File: src/rtl/sprite_pkg.sv
// Shared types, register offsets and colour helpers for the sprite compositor.
package sprite_pkg;

    typedef struct packed {
        logic [10:0] x;
        logic [9:0]  y;
        logic        en;
        logic        hflip;
    } sprite_regs_t;

    localparam int unsigned REG_X      = 0;
    localparam int unsigned REG_Y      = 1;
    localparam int unsigned REG_CTRL   = 2;
    localparam int unsigned REG_STRIDE = 4;

    // MSB replication keeps full-scale 565 values at full-scale 888.
    function automatic logic [23:0] rgb565_to_888(input logic [15:0] c);
        return {c[15:11], c[15:13], c[10:5], c[10:9], c[4:0], c[4:2]};
    endfunction

endpackage

File: src/rtl/sprite_hit_unit.sv
// Per-channel hit test and sprite ROM address generation (one pipeline stage).
module sprite_hit_unit
    import sprite_pkg::*;
#(
    parameter int unsigned SPRITE_W = 32,
    parameter int unsigned SPRITE_H = 32,
    parameter int unsigned ADDR_W   = 10
) (
    input  logic              clk,
    input  logic              reset,
    input  sprite_regs_t      regs_i,
    input  logic [9:0]        col_i,
    input  logic [9:0]        row_i,
    output logic              hit_o,
    output logic [ADDR_W-1:0] rom_addr_o
);

    localparam int unsigned XW = $clog2(SPRITE_W);
    localparam int unsigned YW = $clog2(SPRITE_H);

    logic [11:0]       col_ext, x_ext, x_end;
    logic [10:0]       row_ext, y_ext, y_end;
    logic              in_x, in_y;
    logic [XW-1:0]     dx, dx_eff;
    logic [YW-1:0]     dy;
    logic              hit_d, hit_q;
    logic [ADDR_W-1:0] rom_addr_d, rom_addr_q;

    // One extra bit on the bounds so sprites near the right/bottom edge clip instead of wrapping.
    always_comb begin
        col_ext = {2'b00, col_i};
        x_ext   = {1'b0, regs_i.x};
        x_end   = x_ext + 12'(SPRITE_W);
        row_ext = {1'b0, row_i};
        y_ext   = {1'b0, regs_i.y};
        y_end   = y_ext + 11'(SPRITE_H);
        in_x    = (col_ext >= x_ext) && (col_ext < x_end);
        in_y    = (row_ext >= y_ext) && (row_ext < y_end);
        dx      = XW'(col_ext - x_ext);
        dy      = YW'(row_ext - y_ext);
        // With a power-of-two width, SPRITE_W-1-dx is just the bitwise inverse.
        dx_eff  = regs_i.hflip ? ~dx : dx;
        hit_d   = regs_i.en && in_x && in_y;
        rom_addr_d = hit_d ? ADDR_W'({dy, dx_eff}) : '0;
    end

    always_ff @(posedge clk) begin
        if (reset) begin
            hit_q      <= 1'b0;
            rom_addr_q <= '0;
        end else begin
            hit_q      <= hit_d;
            rom_addr_q <= rom_addr_d;
        end
    end

    assign hit_o      = hit_q;
    assign rom_addr_o = rom_addr_q;

endmodule

File: src/rtl/sprite_compositor.sv
// N-channel sprite compositor: shadowed host registers, per-channel hit units,
// fixed-priority colour-keyed mux and a 3-cycle aligned pixel pipeline.
module sprite_compositor
    import sprite_pkg::*;
#(
    parameter int unsigned NUM_SPRITES = 8,
    parameter int unsigned SPRITE_W    = 32,
    parameter int unsigned SPRITE_H    = 32,
    parameter int unsigned ADDR_W      = 10,
    parameter logic [15:0] TRANSP_KEY  = 16'hF81F,
    parameter logic [15:0] BG_RESET    = 16'hFFFF
) (
    input  logic                          clk,
    input  logic                          reset,
    input  logic                          chipselect,
    input  logic                          write,
    input  logic [8:0]                    address,
    input  logic [31:0]                   writedata,
    input  logic [10:0]                   hcount,
    input  logic [9:0]                    vcount,
    input  logic                          blank_n,
    input  logic                          frame_start,
    output logic [NUM_SPRITES*ADDR_W-1:0] rom_addr,
    input  logic [NUM_SPRITES*16-1:0]     rom_data,
    output logic [7:0]                    pix_r,
    output logic [7:0]                    pix_g,
    output logic [7:0]                    pix_b,
    output logic                          pix_blank_n
);

    sprite_regs_t shadow_q [NUM_SPRITES];
    sprite_regs_t shadow_d [NUM_SPRITES];
    sprite_regs_t active_q [NUM_SPRITES];
    sprite_regs_t active_d [NUM_SPRITES];
    logic [15:0]  bg_shadow_q, bg_shadow_d;
    logic [15:0]  bg_active_q, bg_active_d;

    logic                   wr_en;
    logic [6:0]             wr_idx;
    logic [1:0]             wr_off;
    logic [9:0]             col;
    logic [NUM_SPRITES-1:0] hit_s0;
    logic [NUM_SPRITES-1:0] hit_s1_d, hit_s1_q;
    logic                   blank_s0_d, blank_s0_q;
    logic                   blank_s1_d, blank_s1_q;
    logic                   pix_blank_n_d, pix_blank_n_q;
    logic [15:0]            win_color;
    logic [23:0]            pix_d, pix_q;
    logic                   unused_bits;

    assign wr_en       = chipselect && write;
    assign wr_idx      = address[8:2];
    assign wr_off      = address[1:0];
    assign col         = hcount[10:1];
    assign unused_bits = ^{hcount[0], writedata[31:16]};

    // Host writes only touch the shadow set; frame_start copies the pre-write shadow to active.
    always_comb begin
        shadow_d    = shadow_q;
        bg_shadow_d = bg_shadow_q;
        if (wr_en) begin
            if (32'(address) == REG_STRIDE * NUM_SPRITES) begin
                bg_shadow_d = writedata[15:0];
            end else begin
                for (int unsigned i = 0; i < NUM_SPRITES; i++) begin
                    if (32'(wr_idx) == i) begin
                        case (32'(wr_off))
                            REG_X:    shadow_d[i].x = writedata[10:0];
                            REG_Y:    shadow_d[i].y = writedata[9:0];
                            REG_CTRL: begin
                                shadow_d[i].en    = writedata[0];
                                shadow_d[i].hflip = writedata[1];
                            end
                            default: ;
                        endcase
                    end
                end
            end
        end
        active_d    = frame_start ? shadow_q : active_q;
        bg_active_d = frame_start ? bg_shadow_q : bg_active_q;
    end

    always_ff @(posedge clk) begin
        if (reset) begin
            for (int unsigned i = 0; i < NUM_SPRITES; i++) begin
                shadow_q[i] <= '0;
                active_q[i] <= '0;
            end
            bg_shadow_q <= BG_RESET;
            bg_active_q <= BG_RESET;
        end else begin
            shadow_q    <= shadow_d;
            active_q    <= active_d;
            bg_shadow_q <= bg_shadow_d;
            bg_active_q <= bg_active_d;
        end
    end

    for (genvar g = 0; g < NUM_SPRITES; g++) begin : gen_hit
        sprite_hit_unit #(
            .SPRITE_W (SPRITE_W),
            .SPRITE_H (SPRITE_H),
            .ADDR_W   (ADDR_W)
        ) u_hit (
            .clk        (clk),
            .reset      (reset),
            .regs_i     (active_q[g]),
            .col_i      (col),
            .row_i      (vcount),
            .hit_o      (hit_s0[g]),
            .rom_addr_o (rom_addr[g*ADDR_W +: ADDR_W])
        );
    end

    // Scan from the highest index down so the lowest-index opaque hit is written last and wins.
    always_comb begin
        hit_s1_d      = hit_s0;
        blank_s0_d    = blank_n;
        blank_s1_d    = blank_s0_q;
        pix_blank_n_d = blank_s1_q;
        win_color     = bg_active_q;
        for (int i = int'(NUM_SPRITES) - 1; i >= 0; i--) begin
            if (hit_s1_q[i] && (rom_data[i*16 +: 16] != TRANSP_KEY)) begin
                win_color = rom_data[i*16 +: 16];
            end
        end
        pix_d = blank_s1_q ? rgb565_to_888(win_color) : 24'h0;
    end

    always_ff @(posedge clk) begin
        if (reset) begin
            hit_s1_q      <= '0;
            blank_s0_q    <= 1'b0;
            blank_s1_q    <= 1'b0;
            pix_blank_n_q <= 1'b0;
            pix_q         <= '0;
        end else begin
            hit_s1_q      <= hit_s1_d;
            blank_s0_q    <= blank_s0_d;
            blank_s1_q    <= blank_s1_d;
            pix_blank_n_q <= pix_blank_n_d;
            pix_q         <= pix_d;
        end
    end

    assign pix_r       = pix_q[23:16];
    assign pix_g       = pix_q[15:8];
    assign pix_b       = pix_q[7:0];
    assign pix_blank_n = pix_blank_n_q;

endmodule

File: config.mk
export PLATFORM = sky130hd
export DESIGN_NAME = sprite_compositor
export DESIGN_NICKNAME = d
export VERILOG_FILES = /design/src/rtl/sprite_pkg.sv /design/src/rtl/sprite_hit_unit.sv /design/src/rtl/sprite_compositor.sv
export SDC_FILE = /design/constraint.sdc
export NUM_CORES = 1
export LEC_CHECK = 0
export CAP_MARGIN = 10
export CELL_PAD_IN_SITES_DETAIL_PLACEMENT = 0
export CELL_PAD_IN_SITES_GLOBAL_PLACEMENT = 1
export CORE_UTILIZATION = 44
export CTS_CLUSTER_SIZE = 40
export DETAILED_ROUTE_END_ITERATION = 10
export GPL_TIMING_DRIVEN = 0
export PLACE_DENSITY = 0.84
export RECOVER_POWER = 100
export SYNTH_ARGS = -nofsm -noshare
export SYNTH_HDL_FRONTEND = slang
export SYNTH_HIERARCHICAL = 1
export SYNTH_SLANG_ARGS = --single-unit
File: constraint.sdc
create_clock -name clk -period 3.8 [get_ports clk]
set_clock_uncertainty 0.05 [all_clocks]
set_input_delay 0.76 -clock clk [delete_from_list [all_inputs] [get_ports clk]]
set_output_delay 0.76 -clock clk [all_outputs]
set_load 0.005 [all_outputs]
==> results of run 1 <==
timing repair:
| action | CTS | global route |
|---|---|---|
| setup endpoints to repair | 1 | 1 |
| pin swaps | 0 | 0 |
| gates resized for setup | 1 | 2 |
path summary, 6_finish.rpt:
path,startpoint,endpoint,slack (ns),cells after the start
max,rom_data[62],pix_q[7],-0.04,6
min,gen_hit[4].u_hit/hit_o,hit_s1_q[4],0.39,1
max reg2reg,active_q[17],gen_hit[7].u_hit/rom_addr_o[7],0.81,10
min reg2reg,gen_hit[4].u_hit/hit_o,hit_s1_q[4],0.39,1
stage by stage:
step | TNS [ns] | setup slack, ns | area [um^2] | power, W
2_1_floorplan | 0 | 1.009 | 27790 | 0.006203
3_3_place_gp | -82.60 | -0.9917 | 31530 | 0.006785
3_5_place_dp | -39.70 | -0.7032 | 31750 | 0.006810
4_1_cts | 0 | 0.01195 | 33650 | 0.01240
5_1_grt | 0 | 0.002122 | 33600 | 0.01272
6_report | -0.03501 | -0.03501 | 33600 | 0.01230
power groups by stage:
stage | combinational, W | clock (W) | sequential [W]
after floorplan | 0.000664 | 0 | 0.00554
after global placement | 0.00124 | 0 | 0.00554
after detailed placement | 0.00127 | 0 | 0.00554
after CTS | 0.00128 | 0.00570 | 0.00542
after global routing | 0.00137 | 0.00593 | 0.00542
final | 0.00128 | 0.00560 | 0.00542
layer usage:
metal / up-vias / global-route usage [%] / share of wire (%)
met4: 6 / 9.714 / 3.5
met1: 11080 / 35.33 / 44
met2: 704 / 46.27 / 46
li1: 11510 / - / -
met3: 163 / 4.204 / 6.1
met5: - / 0 / 0.039
cells in the mapped netlist (19+ instances only):
cell type                  instances
sky130_fd_sc_hd__nor4_1           48
sky130_fd_sc_hd__nand2b_1         21
sky130_fd_sc_hd__ha_1            256
sky130_fd_sc_hd__nand4_1          32
sky130_fd_sc_hd__nor3_1           25
sky130_fd_sc_hd__clkbuf_1        126
sky130_fd_sc_hd__a21oi_1         199
sky130_fd_sc_hd__nor2b_1          53
sky130_fd_sc_hd__dfxtp_1         515
sky130_fd_sc_hd__nor2_1          364
sky130_fd_sc_hd__xnor2_1         107
sky130_fd_sc_hd__o21ai_0          61
sky130_fd_sc_hd__nand2_1         193
sky130_fd_sc_hd__a211oi_1         22
sky130_fd_sc_hd__inv_1           223
sky130_fd_sc_hd__mux2i_1         282
sky130_fd_sc_hd__o21a_1           26
sky130_fd_sc_hd__xor2_1           29
sky130_fd_sc_hd__a21o_1           19
sky130_fd_sc_hd__nand3_1         135
sky130_fd_sc_hd__a211o_1          37
flip-flops by register name, summed over array words and instances, names as in the netlist, 8 cells and up:
register and cells:
pix_q 16, gen_hit.u_hit/rom_addr_o 80, active_q 184, bg_shadow_q 16, bg_active_q 16, hit_s1_q 8
shadow_q 184, gen_hit.u_hit/hit_o 8
cell type report:
class | count | area (um^2) | area share, %
buffer | 174 | 817.0 | 2.432
clock buffer | 80 | 1635 | 4.868
clock inverter | 27 | 266.5 | 0.7933
inverter | 223 | 837.1 | 2.492
multi-input combinational | 2181 | 15780 | 46.96
sequential | 515 | 10310 | 30.69
tap | 837 | 1047 | 3.117
timing repair buffer | 279 | 2905 | 8.648
worst max-delay path, stage by stage:
cell	delay (ns)
sky130_fd_sc_hd__dlygate4sd3_1	0.69
sky130_fd_sc_hd__or4b_1	0.52
sky130_fd_sc_hd__o41ai_4	0.76
sky130_fd_sc_hd__o22ai_1	0.18
sky130_fd_sc_hd__a2111oi_0	1.07
sky130_fd_sc_hd__o211a_1	0.33
cell families after synthesis:
group,after synthesis,synth area share [%]
AND/OR/NAND/NOR,978,17.19
flip-flops,515,37.10
AO/OA/AOI/OAI,512,12.55
buffers and inverters,397,6.010
multiplexers,283,10.20
XOR/XNOR,136,4.286
adder cells (fa/ha/maj),272,12.68
==> impl.org, run 1 <==
** Run status
- The flow ran to the end, but the final reports show violations.
- Violated checks :: negative setup slack

** Timing
- Unrepaired setup endpoints after global routing :: no
- At the pin with the least slew margin, the transition time is 1.254 ns.
- The number of pins with negative max-slew slack in the final report came to 0.
- Number of hold-slack violations in the final timing report :: 0
- Setup violations remaining at the end of the flow were counted as 1.
- Minimum setup slack in the final design :: -0.03501 ns
- After layout, the worst path uses 100.9% of the clock period.
- Smallest hold slack :: 0.3894 ns
- In this run the tightest slew margin relative to its limit is 16.39%.
- Static timing analysis puts the maximum clock frequency at 260.8 MHz.
- Period minus WS final :: 3.835 ns

** Floorplan
- The die is 253.3 um wide.
- The die covers 64170 um^2.
- In this run the count of I/O pins placed on the die edge is 301.
- Initial core utilization :: 44.79%
- In this run the core area contains 91 standard-cell rows.
- The die is 253.3 um tall.
- Area of the core region :: 62050 um^2

** Cells and area
- Fraction of final layout cells sized beyond drive strength 1 :: 5.088%
- After the flow finishes, the layout carries non-filler instances totaling 4316.
- Final antenna diode count :: 0
- Area growth syn-to-layout :: 20.88%
- Leaving out fill and tap cells, the most frequent cell in the layout is sky130_fd_sc_hd__dfxtp_1.
- The net count of the finished layout is 3899.
- Cells fill 54.14% of the core in the end.
- Filler cells :: 5828
- Most frequent cells in the layout :: sky130_fd_sc_hd__dfxtp_1 (515), sky130_fd_sc_hd__nor2_1 (368), sky130_fd_sc_hd__mux2i_1 (282)

** Yosys
- After synthesis the cells add up to 27790 um^2.
- After synthesis, the netlist uses 84 different library cells.
- Net Count, Synth :: 3561
- Share of Yosys cell area claimed by the top area cell type :: 37.10%
- Count of synthesis-stage warnings from yosys :: 6
- Async S/R FF share, synth :: 0%
- Sorting the synthesized cells by area gives the leading types as sky130_fd_sc_hd__dfxtp_1 (37%), sky130_fd_sc_hd__ha_1 (12%), sky130_fd_sc_hd__mux2i_1 (10%).
- Mapped Cells :: 3093
- Main flop type after synthesis :: sky130_fd_sc_hd__dfxtp_1
- Sequential element share of the synthesized area :: 37.10%
- The synthesized design contains 0 enable-type register cells.
- In this run, synthesis produced a sequential element count of 515.
- Averaged over all synthesized cells, the footprint is 8.986 um^2.
- sky130_fd_sc_hd__dfxtp_1 takes more of the synthesized area than any other cell.

** Routing
- DRC violations left :: 0
- Dividing the detail-routed via count by the number of cells gives 5.437.
- Detailed-router iteration count before antenna repair :: 6
- In this run the remaining antenna-violating nets after routing total 0.
- The routed design has 89810 um of wire.
- Wire length per cell after detailed routing :: 20.81 um
- Violation count after the first detailed-routing iteration :: 1629
- Vias :: 23460

** Job
- Max-cap violations in this run came to 0.

** Power and ir drop
- VDD sags by at most 349.1 uV.
- Clock share of power :: 45.5%
- Dividing total power by cell area gives a power density of 366.1 nW/um^2.
- Net switching is 25.10% of the power.
- For this design the total switching power over the nets is 0.003087 W.
- In this run, the combinational gates consume 10.4% of the power.
- Leakage power figure :: 13.08 nW
- Reg power frac :: 44.1%
- Internal cell power :: 0.009212 W

** Placement
- Cell count after placement :: 4208
- Summed over all nets, the half-perimeter wirelength after detailed placement is 66620 um.
- Gpl congestion :: 0.9722
- Port buffering added 269 buffers.

** Global routing
- The initial antenna violation count came to 3.
- Across every metal layer, demand over resource in global routing totals 27.43%.
- Number of global-route vias before repair :: 21990
- Maximum number of pins on one net before global-route repair :: 17
- Global-route wire length before repair :: 133700 um
- Summed over all layers, the global routing overflow is 0.

** Worst setup path
- Required arrival time at the worst endpoint :: 4.29 ns
- The setup path with the least slack is of type input port to register.
- STA classifies the critical path endpoint as a register.
- Along the worst path, the maximum fanout reaches 10.
- Arrival time of the worst setup path :: 4.32 ns
- STA classifies the critical path startpoint as an input port.

** CTS
- After clock tree synthesis, the clock-pin slew on the worst setup and hold paths is 0.06 ns.
- Clock H-tree levels :: 2
- CTS tree :: yes
- The later pin in the worst-skew pair is clocked with a latency of 0.62 ns.
- The clock net in this run drives a total of 515 sinks.
- Bufs on Longest Clock Path :: 3
- Clock buffer count from CTS :: 57
- Buffers added to address setup during post-CTS repair amount to 0.
- CTS root buffer :: sky130_fd_sc_hd__clkbuf_16
- For this design, the CTS-stage hold fixing added 0 buffers.

** Worst hold path
- Type of the most critical hold path :: register to register
(Power assumes the default switching activity.)
==> inputs of run 2 (changes only) <==
REMOVE_ABC_BUFFERS = 1   (was not set)
==> run 2 against run 1 <==
  * The run ends with max-capacitance violations, max-slew violations left
  * Cell count decreased by 3.1%
  * Critical path depth increased by 5
  * Maximum frequency increased by 2.4%
  * Via count decreased by 1.5%
  * Count of clock-buffer cells in the layout decreased by 1
  * First-iteration DRC count decreased by 17%
  * Non-clock buffer count decreased by 134
  * Global-route usage decreased by 1.2 points
  * Critical path type unchanged
  * Critical endpoint is now gen_hit[1].u_hit/rom_addr_o[4]
  * Highest routed layer unchanged
==> impl.org, run 2 (synthesized netlist as in run 1, its figures left out) <==
** Timing
- Max transition margin :: -25.80% (-42 points)
- Max-slew violation count :: 270 (+270)
- Setup repair after global routing left no endpoint under its margin.
- Count of endpoints failing setup in the final report :: 0 (-1)
- Smallest hold slack :: 0.3827 ns (-0.006687 ns)
- The maximum achievable frequency came to 266.9 MHz (+2.4%).
- The final critical-path share of the clock period came to 98.60% (-2.3 points).
- Number of hold-slack violations in the final timing report :: 0 (unchanged)
- The sum of negative setup slack was 0 ns (+0.03501 ns).
- Period minus WS final :: 3.747 ns (-0.08829 ns)
- Slew at the pin closest to its max-slew limit :: 1.887 ns (+0.6329 ns)

** Worst setup path
- Worst path bufs/invs :: 3 (+2)
- The data required time at the worst endpoint was 4.27 ns (-0.02 ns).
- Arrival time of the worst setup path :: 4.22 ns (-0.10 ns)
- Walking the worst path, the cells encountered are dlygate4sd3_1, inv_1, ha_1, inv_1, fa_1, a21o_1, a21oi_2, a31oi_1, o311a_1, nand4_1, nor2_1.
- Startpoint types :: input port
- The worst setup slack for register-to-register paths came to 0.54 ns (-0.27 ns).
- In this design, the critical path's most frequently occurring cell is sky130_fd_sc_hd__inv_1.
- The cell family contributing the most delay on the critical path is buffers and inverters.
- Worst Setup Path Type :: input port to register
- The worst setup path is captured at a register.
- The biggest cell delay along the critical path is 1.15 ns (+0.08 ns).
- Worst-path maximum fanout :: 11 (+1)
- Cell type of the slowest stage on the worst timing path :: sky130_fd_sc_hd__dlygate4sd3_1

** Floorplan
- Number of top-level design ports :: 301 (unchanged)
- The number of standard-cell rows in the floorplan was 91 (unchanged).
- The y dimension of the die was 253.3 um (unchanged).
- Initial core utilization :: 44.79% (unchanged)
- The width of the die came to 253.3 um (unchanged).
- The total die area was 64170 um^2 (unchanged).
- Area of the core region :: 62050 um^2 (unchanged)

** Routing
- The number of vias per cell after detailed routing is 5.524 (+1.6%).
- Antenna Violating Nets Remaining :: 0 (unchanged)
- The number of iterations in the first detailed-routing pass is 5 (-1).
- The post-detailed-routing wire length was 85980 um (-4.3%).
- Violation count after the first detailed-routing iteration :: 1353 (-17%)
- The remaining design rule violation count was 0 (unchanged).
- The detail-routed net length per standard cell is 20.55 um (-1.2%).
- Vias :: 23110 (-1.5%)

** Power and ir drop
- The leakage power summed over all cells came to 12.99 nW (-0.68%).
- The total power density per cell area is 373.6 nW/um^2 (+2.0%).
- Highest ir drop seen on vdd :: 404.9 uV (+16%)

** Run status
- Outcome :: finished with violations
- The checks that failed: max-capacitance violations, max-slew violations.

** Cells and area
- In the layout the commonest cells are sky130_fd_sc_hd__dfxtp_1 (515), sky130_fd_sc_hd__nor2_1 (367), sky130_fd_sc_hd__mux2i_1 (282).
- Compared with the post-synthesis result, the final layout area differs by 19.59%.
- Leading cell type in the layout, fill and taps excluded :: sky130_fd_sc_hd__dfxtp_1
- The layout net count came to 3765 (-3.4%).
- The fraction of layout cells with a size suffix above 1 is 5.532% (+0.44 points).

** CTS
- The CTS sink count came to 515 (unchanged).
- The cell sitting at the root of the clock tree is a sky130_fd_sc_hd__clkbuf_16.
- The number of CTS-inserted buffers came to 57 (unchanged).
- The latest clock arrival within the worst-skew pair came to 0.63 ns (about the same).
- The maximum clock path buffer count came to 3 (unchanged).
- The H-tree depth was 2 (unchanged).
- CTS tree :: yes
- The count of hold buffers inserted by post-cts repair is 0 (unchanged).
- The clock input transition at the sequential cells of the worst setup and hold paths came to 0.06 ns (about the same).

** Global routing
- The total overflow reported by the global router was 0 (unchanged).
- Global-route wire length before repair :: 129800 um (-2.9%)
- The total routing usage reported by global routing is 26.22% (-1.2 points).
- Number of global-route vias before repair :: 22670 (+3.1%)
- The initial antenna violation count came to 3 (unchanged).
- The largest net degree at the start of global routing is 169 (+152).

** Placement
- The placed wire-length estimate after detailed placement came to 60930 um (-8.5%).
- The final weighted congestion in routability-driven placement is 0.9359 (-3.7%).
- The count of port buffers added during placement was 283 (+5.2%).

** Job
- Max cap viols :: 2 (+2)

** Worst hold path
- The path class of the tightest hold or removal check is register to register.
[run 2: cell count changes in the layout (fill, tap and decap cells not counted), sizes merged]
cell,before,now
inv,225,224
dlygate4sd2,1,2
clkdlybuf4s18,0,2
diode,0,2
dlygate4sd3,109,112
clkdlybuf4s50,153,152
clkbuf,222,91
bufinv,4,7
clkinvlp,5,3
dlymetal6s2s,2,6
buf,46,33
[run 2: layout make-up]
class,instances,area [um^2]
antenna,2,5.005
clock buffer,79,1620
clock inverter,27,351.6
fill,5587,28820
inverter,223,837.1
multi-input combinational,2181,15880
sequential,515,10310
tap,837,1047
timing repair buffer,319,3188
[run 2: worst paths after layout]
check	start	endpoint	cells after the start
hold / removal	gen_hit[1].u_hit/hit_o	hit_s1_q[1]	1
hold reg to reg	gen_hit[1].u_hit/hit_o	hit_s1_q[1]	1
setup reg to reg	active_q[17]	gen_hit[7].u_hit/rom_addr_o[9]	9
setup / recovery	vcount[0]	gen_hit[1].u_hit/rom_addr_o[4]	11
[run 2: layer usage]
layer  vias up  global-route usage (%)  part of all wire (%)
met5         -                       0                 0.015
met4         2                   11.15                   4.3
met3       167                   4.513                   5.9
met2       664                   44.94                    47
met1     11070                   32.18                    43
li1      11210                       -                     -
[run 2: timing repair]
item,in CTS,in global routing
setup buffers,4,0
gates resized for setup,8,12
endpoints found under the setup margin,17,41
pin swaps,1,0
[run 2: stage by stage]
stage	instance area, um^2	cells	util, %	power (W)	setup slack (ns)
2_1_floorplan	26960	2919	-	0.006052	-0.8029
3_3_place_gp	30840	4039	49.70	0.006834	-9.942
3_5_place_dp	31310	4070	50.46	0.006753	-0.9458
4_1_cts	33350	4180	53.74	0.01254	0.01779
5_1_grt	33230	4181	53.55	0.01285	0.003001
6_report	33240	4183	53.56	0.01242	0.05328
[run 2: power breakdown]
group          internal [W]  total [W]  switching (W)
logic              0.000502    0.00122       0.000720
registers           0.00541    0.00542     0.00000848
clock network       0.00346    0.00577        0.00231
==> inputs of run 3 (changes only) <==
CORE_UTILIZATION = 30   (was 44)
PLACE_DENSITY = 0.62   (was 0.84)
==> run 3 against run 2 <==
  * The flow still finishes with violations (max-capacitance violations, max-slew violations)
  * Register-to-register slack improved by 0.15 ns
  * Non-clock buffer count increased by 2
  * Total power increased by 5.9%
  * Worst setup slack improved by 0.061 ns
  * Count of clock-buffer cells in the layout increased by 18
  * Critical path depth decreased by 4
  * Clock power increased by 12%
  * Sequential power about the same
  * Design area increased by 2.6%
  * Sequential cell count unchanged
  * Die area increased by 46%
==> impl.org, run 3 (synthesized netlist as in run 1, its figures left out) <==
** Routing
- Total met2 wirelength after detailed routing :: 43660 um (+8.6%)
- Wire length per cell after detailed routing :: 20.17 um (-1.8%)
- Routed wire length on met3 :: 3917 um (-22%)
- Average via count per standard cell :: 4.916 (-11%)
- The number of DRC violations after detailed-routing iteration 0 is 1347 (-0.44%).
- Vias :: 22330 (-3.4%)
- Highest metal layer used by the detailed router :: met5
- The post-route met1 wirelength was 41920 um (+13%).
- The post-detailed-routing wire length came to 91630 um (+6.6%).
- DRC violations left :: 0 (unchanged)
- Detailed-router iteration count before antenna repair :: 5 (unchanged)
- The final antenna-violating net count was 0 (unchanged).

** Floorplan
- Die ar. :: 93870 um^2 (+46%)
- The number of standard-cell rows in the floorplan came to 111 (+22%).
- The core footprint is 91660 um^2 (+48%).
- The top-level port count is 301 (unchanged).
- The width of the die came to 306.4 um (+21%).
- Height of the die :: 306.4 um (+21%)
- The starting utilization of the core area was 30.32% (-14 points).

** CTS
- CTS tree :: yes
- Hold Buf Count CTS :: 0 (unchanged)
- The latest clock arrival within the worst-skew pair was 0.61 ns (-0.02 ns).
- Bufs on Longest Clock Path :: 3 (unchanged)
- The CTS sink count is 515 (unchanged).
- The clock input transition at the sequential cells of the worst setup and hold paths was 0.06 ns (about the same).
- The H-tree depth is 3 (+1).
- The root buffer cell chosen for the clock tree is sky130_fd_sc_hd__clkbuf_16.
- The number of CTS-inserted buffers came to 66 (+16%).

** Timing
- Number of hold-slack violations in the final timing report :: 0 (unchanged)
- Period minus WS final :: 3.685 ns (-0.06132 ns)
- Max-slew violation count :: 69 (-74%)
- The headroom to the max-slew limit is -75.96% (-50 points).
- Slew at the pin closest to its max-slew limit :: 2.639 ns (+0.7524 ns)
- Unrepaired setup endpoints after global routing :: no
- The worst-case hold slack came to 0.3897 ns (+0.006976 ns).
- Count of endpoints failing setup in the final report :: 0 (unchanged)
- The sum of negative setup slack was 0 ns (unchanged).
- The final critical-path share of the clock period came to 96.98% (-1.6 points).
- Maximum frequency from static timing analysis :: 271.3 MHz (+1.7%)

** Power and ir drop
- Part of the power in combinational logic :: 9.6% (-0.2 points)
- The leakage power summed over all cells came to 13.19 nW (+1.5%).
- The total power density per cell area is 385.7 nW/um^2 (+3.3%).
- The net switching share of the total power is 24.46% (-0.046 points).
- The maximum resistive drop on vdd came to 266.6 uV (-34%).
- Switch Pwr :: 0.003216 W (+5.7%)
- Clock share of power :: 49.1% (+2.6 points)
- Internal cell power :: 0.009932 W (+6.0%)
- Reg power frac :: 41.2% (-2.5 points)
- The total power after layout was 0.01315 W (+5.9%).

** Cells and area
- Leaving out fill and tap cells, the most frequent cells in the layout are sky130_fd_sc_hd__dfxtp_1 (515), sky130_fd_sc_hd__nor2_1 (364), sky130_fd_sc_hd__mux2i_1 (282).
- Relative to the synthesized area, the layout overhead comes to 22.65%.
- The number of diodes added for antenna fixing came to 0 (-2).
- The fraction of layout cells with a size suffix above 1 is 6.019% (+0.49 points).
- Final net count :: 3776 (+0.29%)
- Leading cell type in the layout, fill and taps excluded :: sky130_fd_sc_hd__dfxtp_1
- The utilization after layout came to 37.19% (-16 points).

** Worst setup path
- The slowest stage of the critical path belongs to the cell sky130_fd_sc_hd__o41ai_4.
- The biggest cell delay along the critical path is 1.11 ns (-0.04 ns).
- Startpoint types :: input port
- The signal arrival time at the worst endpoint came to 4.12 ns (-0.10 ns).
- The cell family contributing the most delay on the critical path is simple AND/OR/NAND/NOR gates.
- Beginning of the worst register-to-register path :: active_q[17]
- The top fanout value on the critical path came to 19 (+8).
- Critical Path Source :: rom_data[57]
- Required arrival time at the worst endpoint :: 4.24 ns (-0.03 ns)
- The signal on the critical path passes through dlygate4sd3_1, or4b_1, o41ai_4, nand4_1, nor2_4, nand2_1, o211a_1.
- The path depth of the worst reg2reg path came to 9 (unchanged).
- The count of buffering cells on the critical path with inverters included came to 1 (-2).
- Critical Path Stages :: 7 (-4)
- Worst Setup Path Type :: input port to register
- STA classifies the critical path endpoint as a register.

** Global routing
- The number of global-route vias before repair was 21930 (-3.3%).
- GRT Overall Usage :: 19.21% (-7.0 points)
- The global-route wire length before repair is 137700 um (+6.1%).
- The largest net degree at the start of global routing came to 116 (-31%).
- The initial antenna violation count came to 4 (+1).
- Total congestion overflow after global routing :: 0 (unchanged)

** Run status
- Outcome :: finished with violations
- The final reports fail on max-capacitance violations, max-slew violations.

** Placement
- IO buf count :: 283 (unchanged)
- The final weighted congestion in routability-driven placement came to 0.8836 (-5.6%).
- The placed wire-length estimate after detailed placement came to 64440 um (+5.8%).

** Worst hold path
- Cell depth of the worst hold path :: 1 (unchanged)
- The worst hold path begins at gen_hit[5].u_hit/hit_o.
- Type of the most critical hold path :: register to register

** Job
- Max cap viols :: 2 (unchanged)
-- run 3: cell types whose count changed in the layout (fill, tap and decap cells not counted), moves of 4 or more --
cell,previous run,this run
sky130_fd_sc_hd__a2111oi_0,2,7
sky130_fd_sc_hd__buf_16,3,12
sky130_fd_sc_hd__clkbuf_8,9,18
sky130_fd_sc_hd__clkbuf_16,58,69
sky130_fd_sc_hd__buf_4,7,1
sky130_fd_sc_hd__dlymetal6s2s_1,6,2
-- run 3: worst register-to-register path, delay by kind of cell (launching register included) --
| kind | cells | cell delay (ns) |
|---|---|---|
| xor gates and xnor gates | 1 | 0.15 |
| adders and majority gates | 2 | 0.54 |
| DFF | 1 | 0.41 |
| AOI/OAI and AO/OA | 3 | 0.66 |
| and+or+nand+nor | 3 | 1.19 |
-- run 3: final cells by class --
class / count / area (um^2)
Inverter: 223 / 837.1
Multi-Input combinational cell: 2181 / 15840
Sequential cell: 515 / 10310
Tap cell: 1186 / 1484
Clock inverter: 19 / 232.7
Fill cell: 9383 / 57580
Clock buffer: 97 / 2012
Timing Repair Buffer: 321 / 3376
-- run 3: path summary, 6_finish.rpt --
path / to / slack (ns)
worst max-delay path: pix_q[18] / 0.11
worst min-delay path: hit_s1_q[5] / 0.39
worst max register to register: gen_hit[7].u_hit/rom_addr_o[3] / 0.69
worst min register to register: hit_s1_q[5] / 0.39
-- run 3: stage by stage --
| stage | cells | worst slack [ns] | cell area (um^2) |
|---|---|---|---|
| finish | 4542 | 0.1146 | 34090 |
| global route | 4542 | 0.02933 | 34090 |
| CTS | 4538 | 0.02774 | 34150 |
| detailed placement | 4422 | -1.052 | 31900 |
| global placement | 4388 | -11.40 | 31280 |
| floorplan | 2919 | -0.8029 | 26960 |
-- run 3: power by group through the flow --
stage / sequential [W] / clock [W] / combinational, W
after floorplan: 0.00554 / 0 / 0.000513
after global placement: 0.00554 / 0 / 0.00137
after detailed placement: 0.00554 / 0 / 0.00128
after CTS: 0.00542 / 0.00666 / 0.00129
after global routing: 0.00542 / 0.00688 / 0.00137
final: 0.00542 / 0.00646 / 0.00126
-- run 3: layer usage --
layer	vias up	GRT usage, %
met4	6	5.151
met5	-	0
met1	10500	24.39
met2	451	33.29
met3	119	3.339
li1	11250	-
-- run 3: timing repair --
action	in CTS	in global routing
gates cloned	0	0
resized for setup	8	4
endpoints found under the setup margin	52	17
buffers inserted	0	0
